`src/rtl/ustawienie_pola_seq_if.sv`:
```
`default_nettype none
// ============================================================================
//  Module      : ustawienie_pola_seq_if
//  Description : Operand/result handshake bundle for the bit/field setter.
//  Revision    : 1.0 - initial release
// ============================================================================
interface ustawienie_pola_seq_if #(
    parameter int BITS = 32
);
    localparam int LEN_W = $clog2(BITS) + 1;

    logic             i_valid;
    logic             o_ready;
    logic [1:0]       i_op;
    logic [BITS-1:0]  i_arg_A;
    logic [BITS-1:0]  i_arg_B;
    logic [LEN_W-1:0] i_len;
    logic [BITS-1:0]  o_result;
    logic             o_error;
    logic             o_valid;
    logic             i_out_ready;

    modport master (
        output i_valid, i_op, i_arg_A, i_arg_B, i_len, i_out_ready,
        input  o_ready, o_result, o_error, o_valid
    );

    modport slave (
        input  i_valid, i_op, i_arg_A, i_arg_B, i_len, i_out_ready,
        output o_ready, o_result, o_error, o_valid
    );
endinterface
`default_nettype wire

```
`src/rtl/ustawienie_pola_seq.sv`:
```
`default_nettype none
// ============================================================================
//  Module      : ustawienie_pola_seq
//  Description : SET/CLR/TGL one bit or SET a field (one bit per clock) at an
//                MSB-first index, with valid/ready in and held result out.
//  Revision    : 1.0 - initial release
// ============================================================================
module ustawienie_pola_seq #(
    parameter int BITS = 32
) (
    input  wire logic              i_clk,
    input  wire logic              i_rst_n,
    ustawienie_pola_seq_if.slave   bus
);
    localparam int LEN_W = $clog2(BITS) + 1;
    localparam int IDX_W = $clog2(BITS);

    localparam logic [1:0] OP_SET = 2'd0;
    localparam logic [1:0] OP_CLR = 2'd1;
    localparam logic [1:0] OP_TGL = 2'd2;
    localparam logic [1:0] OP_FLD = 2'd3;

    typedef enum logic [1:0] {
        S_IDLE = 2'd0,
        S_BUSY = 2'd1,
        S_DONE = 2'd2
    } state_t;

    state_t           state_q, state_d;
    logic [BITS-1:0]  work_q, work_d;
    logic [LEN_W-1:0] cnt_q, cnt_d;
    logic [IDX_W-1:0] pos_q, pos_d;
    logic [1:0]       op_q, op_d;
    logic [BITS-1:0]  result_q, result_d;
    logic             error_q, error_d;

    logic             w_b_neg;
    logic             w_b_big;
    logic [BITS:0]    w_fld_end;
    logic             w_fld_bad;
    logic             w_err;
    logic [IDX_W-1:0] w_pos_init;
    logic [BITS-1:0]  w_work_upd;

    // Field end is formed one bit wider than the operand so B+len cannot wrap.
    assign w_b_neg    = bus.i_arg_B[BITS-1];
    assign w_b_big    = bus.i_arg_B >= BITS'(BITS);
    assign w_fld_end  = {1'b0, bus.i_arg_B} + {{(BITS+1-LEN_W){1'b0}}, bus.i_len};
    assign w_fld_bad  = (bus.i_len == '0) || (w_fld_end > (BITS+1)'(BITS));
    assign w_err      = w_b_neg || w_b_big || ((bus.i_op == OP_FLD) && w_fld_bad);
    assign w_pos_init = IDX_W'(BITS - 1) - bus.i_arg_B[IDX_W-1:0];

    always_comb begin
        w_work_upd = work_q;
        case (op_q)
            OP_SET:  w_work_upd[pos_q] = 1'b1;
            OP_CLR:  w_work_upd[pos_q] = 1'b0;
            OP_TGL:  w_work_upd[pos_q] = ~work_q[pos_q];
            default: w_work_upd[pos_q] = 1'b1;
        endcase
    end

    always_comb begin
        state_d  = state_q;
        work_d   = work_q;
        cnt_d    = cnt_q;
        pos_d    = pos_q;
        op_d     = op_q;
        result_d = result_q;
        error_d  = error_q;

        case (state_q)
            S_IDLE: begin
                if (bus.i_valid) begin
                    op_d   = bus.i_op;
                    work_d = bus.i_arg_A;
                    if (w_err) begin
                        state_d  = S_DONE;
                        result_d = '0;
                        error_d  = 1'b1;
                        cnt_d    = '0;
                    end else begin
                        state_d = S_BUSY;
                        cnt_d   = (bus.i_op == OP_FLD) ? bus.i_len : LEN_W'(1);
                        pos_d   = w_pos_init;
                    end
                end
            end

            S_BUSY: begin
                work_d = w_work_upd;
                cnt_d  = cnt_q - LEN_W'(1);
                pos_d  = pos_q - IDX_W'(1);
                if (cnt_q == LEN_W'(1)) begin
                    state_d  = S_DONE;
                    result_d = w_work_upd;
                    error_d  = 1'b0;
                end
            end

            S_DONE: begin
                // Result is cleared on hand-off so o_result reads 0 while idle.
                if (bus.i_out_ready) begin
                    state_d  = S_IDLE;
                    result_d = '0;
                    error_d  = 1'b0;
                end
            end

            default: begin
                state_d  = S_IDLE;
                result_d = '0;
                error_d  = 1'b0;
            end
        endcase
    end

    always_ff @(posedge i_clk or negedge i_rst_n) begin
        if (!i_rst_n) begin
            state_q  <= S_IDLE;
            work_q   <= '0;
            cnt_q    <= '0;
            pos_q    <= '0;
            op_q     <= OP_SET;
            result_q <= '0;
            error_q  <= 1'b0;
        end else begin
            state_q  <= state_d;
            work_q   <= work_d;
            cnt_q    <= cnt_d;
            pos_q    <= pos_d;
            op_q     <= op_d;
            result_q <= result_d;
            error_q  <= error_d;
        end
    end

    assign bus.o_ready  = (state_q == S_IDLE);
    assign bus.o_valid  = (state_q == S_DONE);
    assign bus.o_result = result_q;
    assign bus.o_error  = error_q;

endmodule
`default_nettype wire

```
`src/flat_wrapper.sv`:
```
// flat-port wrapper written by rule: the top's interface ports become plain ports
module ustawienie_pola_seq_flat 
#(
    parameter int BITS = 32
)
  (i_clk, i_rst_n, bus_i_valid, bus_i_op, bus_i_arg_A, bus_i_arg_B, bus_i_len, bus_i_out_ready, bus_o_ready, bus_o_result, bus_o_error, bus_o_valid);
  ustawienie_pola_seq_if #(.BITS(BITS)) bus_i ();
  input  wire logic i_clk;
  input  wire logic i_rst_n;
  input wire logic [$bits(bus_i.i_valid)-1:0] bus_i_valid;
  input wire logic [$bits(bus_i.i_op)-1:0] bus_i_op;
  input wire logic [$bits(bus_i.i_arg_A)-1:0] bus_i_arg_A;
  input wire logic [$bits(bus_i.i_arg_B)-1:0] bus_i_arg_B;
  input wire logic [$bits(bus_i.i_len)-1:0] bus_i_len;
  input wire logic [$bits(bus_i.i_out_ready)-1:0] bus_i_out_ready;
  output wire logic [$bits(bus_i.o_ready)-1:0] bus_o_ready;
  output wire logic [$bits(bus_i.o_result)-1:0] bus_o_result;
  output wire logic [$bits(bus_i.o_error)-1:0] bus_o_error;
  output wire logic [$bits(bus_i.o_valid)-1:0] bus_o_valid;
  assign bus_i.i_valid = bus_i_valid;
  assign bus_i.i_op = bus_i_op;
  assign bus_i.i_arg_A = bus_i_arg_A;
  assign bus_i.i_arg_B = bus_i_arg_B;
  assign bus_i.i_len = bus_i_len;
  assign bus_i.i_out_ready = bus_i_out_ready;
  assign bus_o_ready = bus_i.o_ready;
  assign bus_o_result = bus_i.o_result;
  assign bus_o_error = bus_i.o_error;
  assign bus_o_valid = bus_i.o_valid;
  ustawienie_pola_seq #(.BITS(BITS)) u_core (.i_clk(i_clk), .i_rst_n(i_rst_n), .bus(bus_i));
endmodule
```
`config.mk`:
```
export PLATFORM = sky130hd
export DESIGN_NAME = ustawienie_pola_seq_flat
export DESIGN_NICKNAME = d
export VERILOG_FILES = /design/src/rtl/ustawienie_pola_seq_if.sv /design/src/rtl/ustawienie_pola_seq.sv /design/src/flat_wrapper.sv
export SDC_FILE = /design/constraint.sdc
export NUM_CORES = 1
export LEC_CHECK = 0
export CAP_MARGIN = 40
export CORE_MARGIN = 3
export CORE_UTILIZATION = 40
export CTS_CLUSTER_SIZE = 30
export DETAILED_ROUTE_END_ITERATION = 6
export PLACE_DENSITY = 0.67
export SETUP_SLACK_MARGIN = 0.1
export SYNTH_ARGS = -nofsm -noshare
export SYNTH_HDL_FRONTEND = slang
export SYNTH_SLANG_ARGS = --single-unit
```
`constraint.sdc`:
```
create_clock -name i_clk -period 3.4 [get_ports i_clk]
set_input_delay 0.34 -clock i_clk [delete_from_list [all_inputs] [get_ports i_clk]]
set_output_delay 0.34 -clock i_clk [all_outputs]
set_load 0.02 [all_outputs]
```
==> results of run 1 <==
## cells in the final DEF (no fill, tap or decap), types with 5 or more instances in the layout
cell type        instances
clkdlybuf4s50_1        109
nand2_1                105
dfrtp_1                 80
a21oi_1                 49
nor2_1                  45
o21ai_0                 26
and3_1                  21
o2bb2ai_1               21
nand3_1                 20
a31oi_1                 19
inv_1                   15
ha_1                    15
nor3_1                  11
buf_4                   11
a22o_1                   9
clkbuf_16                9
a22oi_1                  8
nor4_1                   7
o21ai_1                  7
nand2b_1                 6
mux4_2                   5
## sequential cells by signal, indices dropped and copies added (netlist names)
register / cells
u_core.cnt_q: 6
u_core.pos_q: 5
u_core.work_q: 32
u_core.bus.o_result: 32
u_core.state_q: 2
u_core.op_q: 2
u_core.bus.o_error: 1
## cells in the mapped netlist, types with 15 or more instances
cell type | number | area (um^2)
a21oi_1 | 49 | 245
and3_1 | 21 | 131
o21ai_0 | 26 | 130
nor2_1 | 46 | 173
inv_1 | 15 | 56.3
nand2_1 | 105 | 394
ha_1 | 15 | 188
a31oi_1 | 19 | 119
o2bb2ai_1 | 21 | 184
nand3_1 | 20 | 100
dfrtp_1 | 80 | 2000
clkbuf_1 | 30 | 113
## routing by layer
layer	routed length, um	track usage (%)
met1	7040	34.3
met2	6930	34.1
met3	1160	2.95
met4	105	4.13
met5	0	0
## worst max-delay path: stages
cell	delay, ns
clkdlybuf4s50_1	0.46
ha_1	0.26
fa_1	0.44
a21oi_1	0.19
nor4bb_1	0.31
a211oi_1	0.11
o41ai_1	0.29
buf_4	0.18
a21oi_1	0.08
buf_4	0.16
nand2b_1	0.21
o221ai_1	0.22
## worst paths after layout
kind                                                      from                                  end  slack, ns  depth (start not counted)
setup / recovery                                  bus_i_len[0]          u_core.pos_q[4]$_DFFE_PN0P_       0.38                         12
hold / removal             u_core.bus.o_result[31]$_DFFE_PN0P_  u_core.bus.o_result[31]$_DFFE_PN0P_       0.49                          1
setup reg to reg                   u_core.pos_q[0]$_DFFE_PN0P_  u_core.bus.o_result[13]$_DFFE_PN0P_       0.50                          9
hold reg to reg            u_core.bus.o_result[31]$_DFFE_PN0P_  u_core.bus.o_result[31]$_DFFE_PN0P_       0.49                          1
max in group asynchronous                              i_rst_n        u_core.work_q[15]$_DFFE_PN0P_       2.27                          3
min in group asynchronous                              i_rst_n           u_core.op_q[1]$_DFFE_PN0P_       0.52                          2
## logic make-up (layout without fill, tap and decap cells)
group | Yosys count | count (layout) | share of synthesized area [%]
XOR/XNOR | 3 | 3 | 0.536
flip-flops | 80 | 80 | 40.8
AND/OR/NAND/NOR | 238 | 238 | 22.3
adder cells (fa/ha/maj) | 16 | 16 | 4.23
multiplexers | 10 | 10 | 4.31
AO/OA/AOI/OAI | 172 | 172 | 23.2
buffers and inverters | 52 | 155 | 4.54
## power by group
| part | internal, uW | switching [uW] | total, uW | leakage, uW |
|---|---|---|---|---|
| registers | 1150 | 226 | 1380 | 0.000987 |
| clock network | 741 | 391 | 1130 | 0.000173 |
| logic | 621 | 900 | 1520 | 0.00164 |
## stage by stage
step	util, %	power, uW	instance area [um^2]
global placement	52.4	2830	6140
global route	55.7	4250	6520
finish	55.7	4030	6520
detailed placement	52.6	2870	6160
floorplan	-	2340	4900
CTS	55.7	4010	6520
## area by class of cell
type                       count  area (um^2)
clock inverter                 6          116
clock buffer                  10          239
tap                          143          179
multi-input combinational    439         2690
inverter                      15         56.3
fill                        1071         5190
sequential                    80         2000
timing repair buffer         124         1240
==> flow_summary.ini, run 1 <==
[logic_synthesis]
netlist_instances = 571
synth_fp_nets = 663
ys.warnings.count = 0
async_reset_ff_share_pct = 100
synth_edf_count = 0
synth.avg_cell_area_um2 = 8.59
yosysSeqAreaShare_pct = 40.8
syn_area_mm2 = 0.00490
ys_ff_latch = 80
netlist-cell-type-count = 53
synth_ff_type = dfrtp_1

[place]
placed_cells = 800
io_buffers = 110
hpwl_um = 11000
dp_worst_setup_slack_ns = 0.0573
gp_congestion = 0.930

[timing]
setup_ws_ns = 0.378
setup_viol = 0
period_needed_ns = 3.02
worst_slew_pin_slew_ns = 0.902
fin_skew_ns = 0.00685
tns_ns = 0
fmax_mhz = 331
hold_ws_ns = 0.487
hold_violations = 0
rsz0062_at_grt = no
slew_viol_final = 0
fin_crit_sh_pct = 88.9
slew_headroom_pct = 39.7

[floorplan]
rows = 39
dieHeight_um = 117
core_mm2 = 0.0117
die-area_mm2 = 0.0136
io_pins = 111
start_util_pct = 41.9
dieWidth_um = 117

[clocking]
cts_resized = 0
cts_root_buf = clkbuf_16
cts_hold_buffers = 1
cts_tree = done
clk_latency_ns = 0.33
clock-sinks = 80
postCtsSetupRepairBufs = 0
htree_levels = 3
clk_pin_slew_ns = 0.06
cts_buffers = 9
clock_path_buffers = 2

[finish]
instances_no_fill = 817
syn2layout_area_growth_pct = 33.0
drive_gt1_share_pct = 6.68
final_nets = 761
diodes = 0

[power]
p_per_area_mw_per_mm2 = 618
irDropWorstVdd_mv = 0.327
p_leak_uw = 0.00280

[route]
drc_errors = 0
vias_per_cell = 5.81
drtAntennaViolNets = 0
drt_iter0_drc = 470
vias = 4749
drt-wirelength-per-cell_um = 18.7
wl_um = 15200
dr.pass1.iters = 5

[setup_path]
arrival_ns = 3.26
crit_path_start_kind = primary input
cp.required_ns = 3.64
crit_fanout = 7
critical_path_class = in -> reg
cp-end-kind = flop

[worst_hold_path]
min_path_type = reg -> reg

[global_route]
first_global_vias = 4598
antenna_found_initial = 0
grt_first_pass_wirelength_um = 24200
grt_max_degree = 43
gr-total-overflow = 0
grt_util_all_layers_pct = 22.4

[run]
max_cap_viol_count = 0

[run_status]
status = complete, no violations
(Power assumes the default switching activity.)
==> inputs of run 2 (changes only) <==
Settings changed: CAP_MARGIN 40 to 10, SETUP_SLACK_MARGIN 0.1 to 0.02, SKIP_CTS_REPAIR_TIMING from default to 1.
==> run 2 against run 1 <==
Compared with the run above:
- core utilization fell by 0.53 points
- global-route usage rose by 0.42 points
- hold slack got worse by 0.31 ns
- setup slack got worse by 0.019 ns
- sequential power barely moved
- clock power fell by 6%
- power fell by 2.1%
- sequential share of layout area rose by 0.30 points
- critical path depth did not move
- register-to-register slack improved by 0.03 ns
==> flow_summary.ini, run 2 (synthesis gave the netlist of run 1 again) <==
[floorplan]
rows = 39
dieHeight_um = 117
core_mm2 = 0.0117
dieWidth_um = 117
start_util_pct = 41.9
io_pins = 111
die-area_mm2 = 0.0136

[timing]
hold_violations = 0
tns_ns = 0
fmax_mhz = 329
fin_skew_ns = 0.00798
rsz0062_at_grt = no
fin_crit_sh_pct = 89.4
period_needed_ns = 3.04
slew_viol_final = 0
worst_slew_pin_slew_ns = 1.02
slew_headroom_pct = 32.0
setup_ws_ns = 0.359
setup_viol = 0

[route]
drt-wirelength-per-cell_um = 18.9
wl_um = 15400
vias = 4863
drc_errors = 0
drtAntennaViolNets = 0
vias_per_cell = 5.97
drt_iter0_drc = 428
dr.pass1.iters = 5

[power]
p_leak_uw = 0.00277
irDropWorstVdd_mv = 0.320
p_per_area_mw_per_mm2 = 611

[setup_path]
arrival_ns = 3.28
worst-path-stages = 12
rr_endpoint = u_core.bus.o_result[29]$_DFFE_PN0P_
crit_path_start_kind = primary input
rr_worst_depth = 9
cp_slowest_cell = clkdlybuf4s50_1
cp_top_family = compound AO/OA/AOI/OAI gates
cp_cell_sequence = clkdlybuf4s50_1 > ha_1 > fa_1 > a21oi_1 > nor4bb_1 > a211oi_1 > o41ai_1 > buf_4 > a21oi_1 > buf_4 > nand2b_1 > o221ai_1
r2r_slack_ns = 0.53
crit_fanout = 7
critPathBufInv = 3
slowest_delay_ns = 0.45
critical_path_class = in -> reg
cp.required_ns = 3.64
cp-end-kind = flop
r2r_start = u_core.pos_q[0]$_DFFE_PN0P_

[finish]
syn2layout_area_growth_pct = 31.7
drive_gt1_share_pct = 6.40
final_nets = 759
layout_commonest_cell = clkdlybuf4s50_1
diodes = 0
final_cell_mix = clkdlybuf4s50_1, nand2_1, dfrtp_1

[global_route]
gr-total-overflow = 0
grt_first_pass_wirelength_um = 24600
antenna_found_initial = 0
first_global_vias = 4710
grt_util_all_layers_pct = 22.8
grt_max_degree = 81

[run]
max_cap_viol_count = 0

[place]
dp_worst_setup_slack_ns = 0.0576
hpwl_um = 10900
gp_congestion = 0.930
io_buffers = 110

[run_status]
status = complete, no violations

[clocking]
clk_pin_slew_ns = 0.06
htree_levels = 3
clk_latency_ns = 0.34
cts_tree = done
cts_root_buf = clkbuf_16
cts_buffers = 9
clock_path_buffers = 2
clock-sinks = 80

[worst_hold_path]
min_path_type = in -> async
==> run 2: cell types whose count changed in the layout (fill, tap and decap cells not counted), sizes merged <==
cell         delta
buf             -1
bufinv          -1
clkinvlp        +1
dlygate4sd3     -1
==> run 2: how the worst max path moves through the flow <==
stage | from | to | slack (ns)
final | bus_i_len[0] | u_core.pos_q[4]$_DFFE_PN0P_ | 0.36
after global routing | bus_i_len[0] | u_core.cnt_q[2]$_DFFE_PN0P_ | 0.1
after CTS | bus_i_len[0] | u_core.pos_q[4]$_DFFE_PN0P_ | 0.40
after detailed placement | bus_i_len[0] | u_core.pos_q[4]$_DFFE_PN0P_ | 0.06
after global placement | bus_i_len[0] | u_core.pos_q[4]$_DFFE_PN0P_ | 0.17
after floorplan | bus_i_len[0] | u_core.pos_q[2]$_DFFE_PN0P_ | 0.66
==> run 2: worst reg2reg max path, stage by stage, from the launching register on <==
cell       delay (ns)
dfrtp_1          0.77
buf_4            0.24
mux4_2           0.50
nand2_1          0.08
a21oi_1          0.10
o31a_1           0.43
buf_12           0.21
o21ai_1          0.16
nand2_1          0.10
o2bb2ai_1        0.19
==> run 2: per-stage QoR <==
step / utilization, % / cells / cell area [um^2] / hold slack, ns / total power (uW)
finish: 55.1 / 815 / 6460 / 0.172 / 3950
global route: 55.1 / 815 / 6460 / 0.278 / 4160
CTS: 55.1 / 815 / 6460 / 0.232 / 3930
detailed placement: 52.4 / 799 / 6140 / 0.473 / 2870
global placement: 52.4 / 799 / 6140 / 0.475 / 2830
floorplan: - / 571 / 4900 / 0.0444 / 2340
==> run 2: power breakdown <==
group,internal [uW],total (uW),switching (uW)
registers,1150,1380,226
logic,618,1510,892
clock network,648,1060,409
total,2420,3950,1530
==> run 2: layout make-up <==
| cell class | count | area, um^2 |
|---|---|---|
| clock buffer | 10 | 229 |
| clock inverter | 6 | 93.8 |
| sequential | 80 | 2000 |
| inverter | 15 | 56.3 |
| multi-input combinational | 439 | 2690 |
| fill | 1091 | 5250 |
| timing repair buffer | 122 | 1210 |
| tap | 143 | 179 |
==> run 2: layer usage <==
metal | track usage, % | vias to the layer above | wire length, um
li1 | - | 2264 | -
met1 | 34.2 | 2350 | 7230
met4 | 5.96 | 0 | 225
met3 | 3.16 | 20 | 1030
met2 | 34.7 | 229 | 6940
met5 | 0 | - | 0
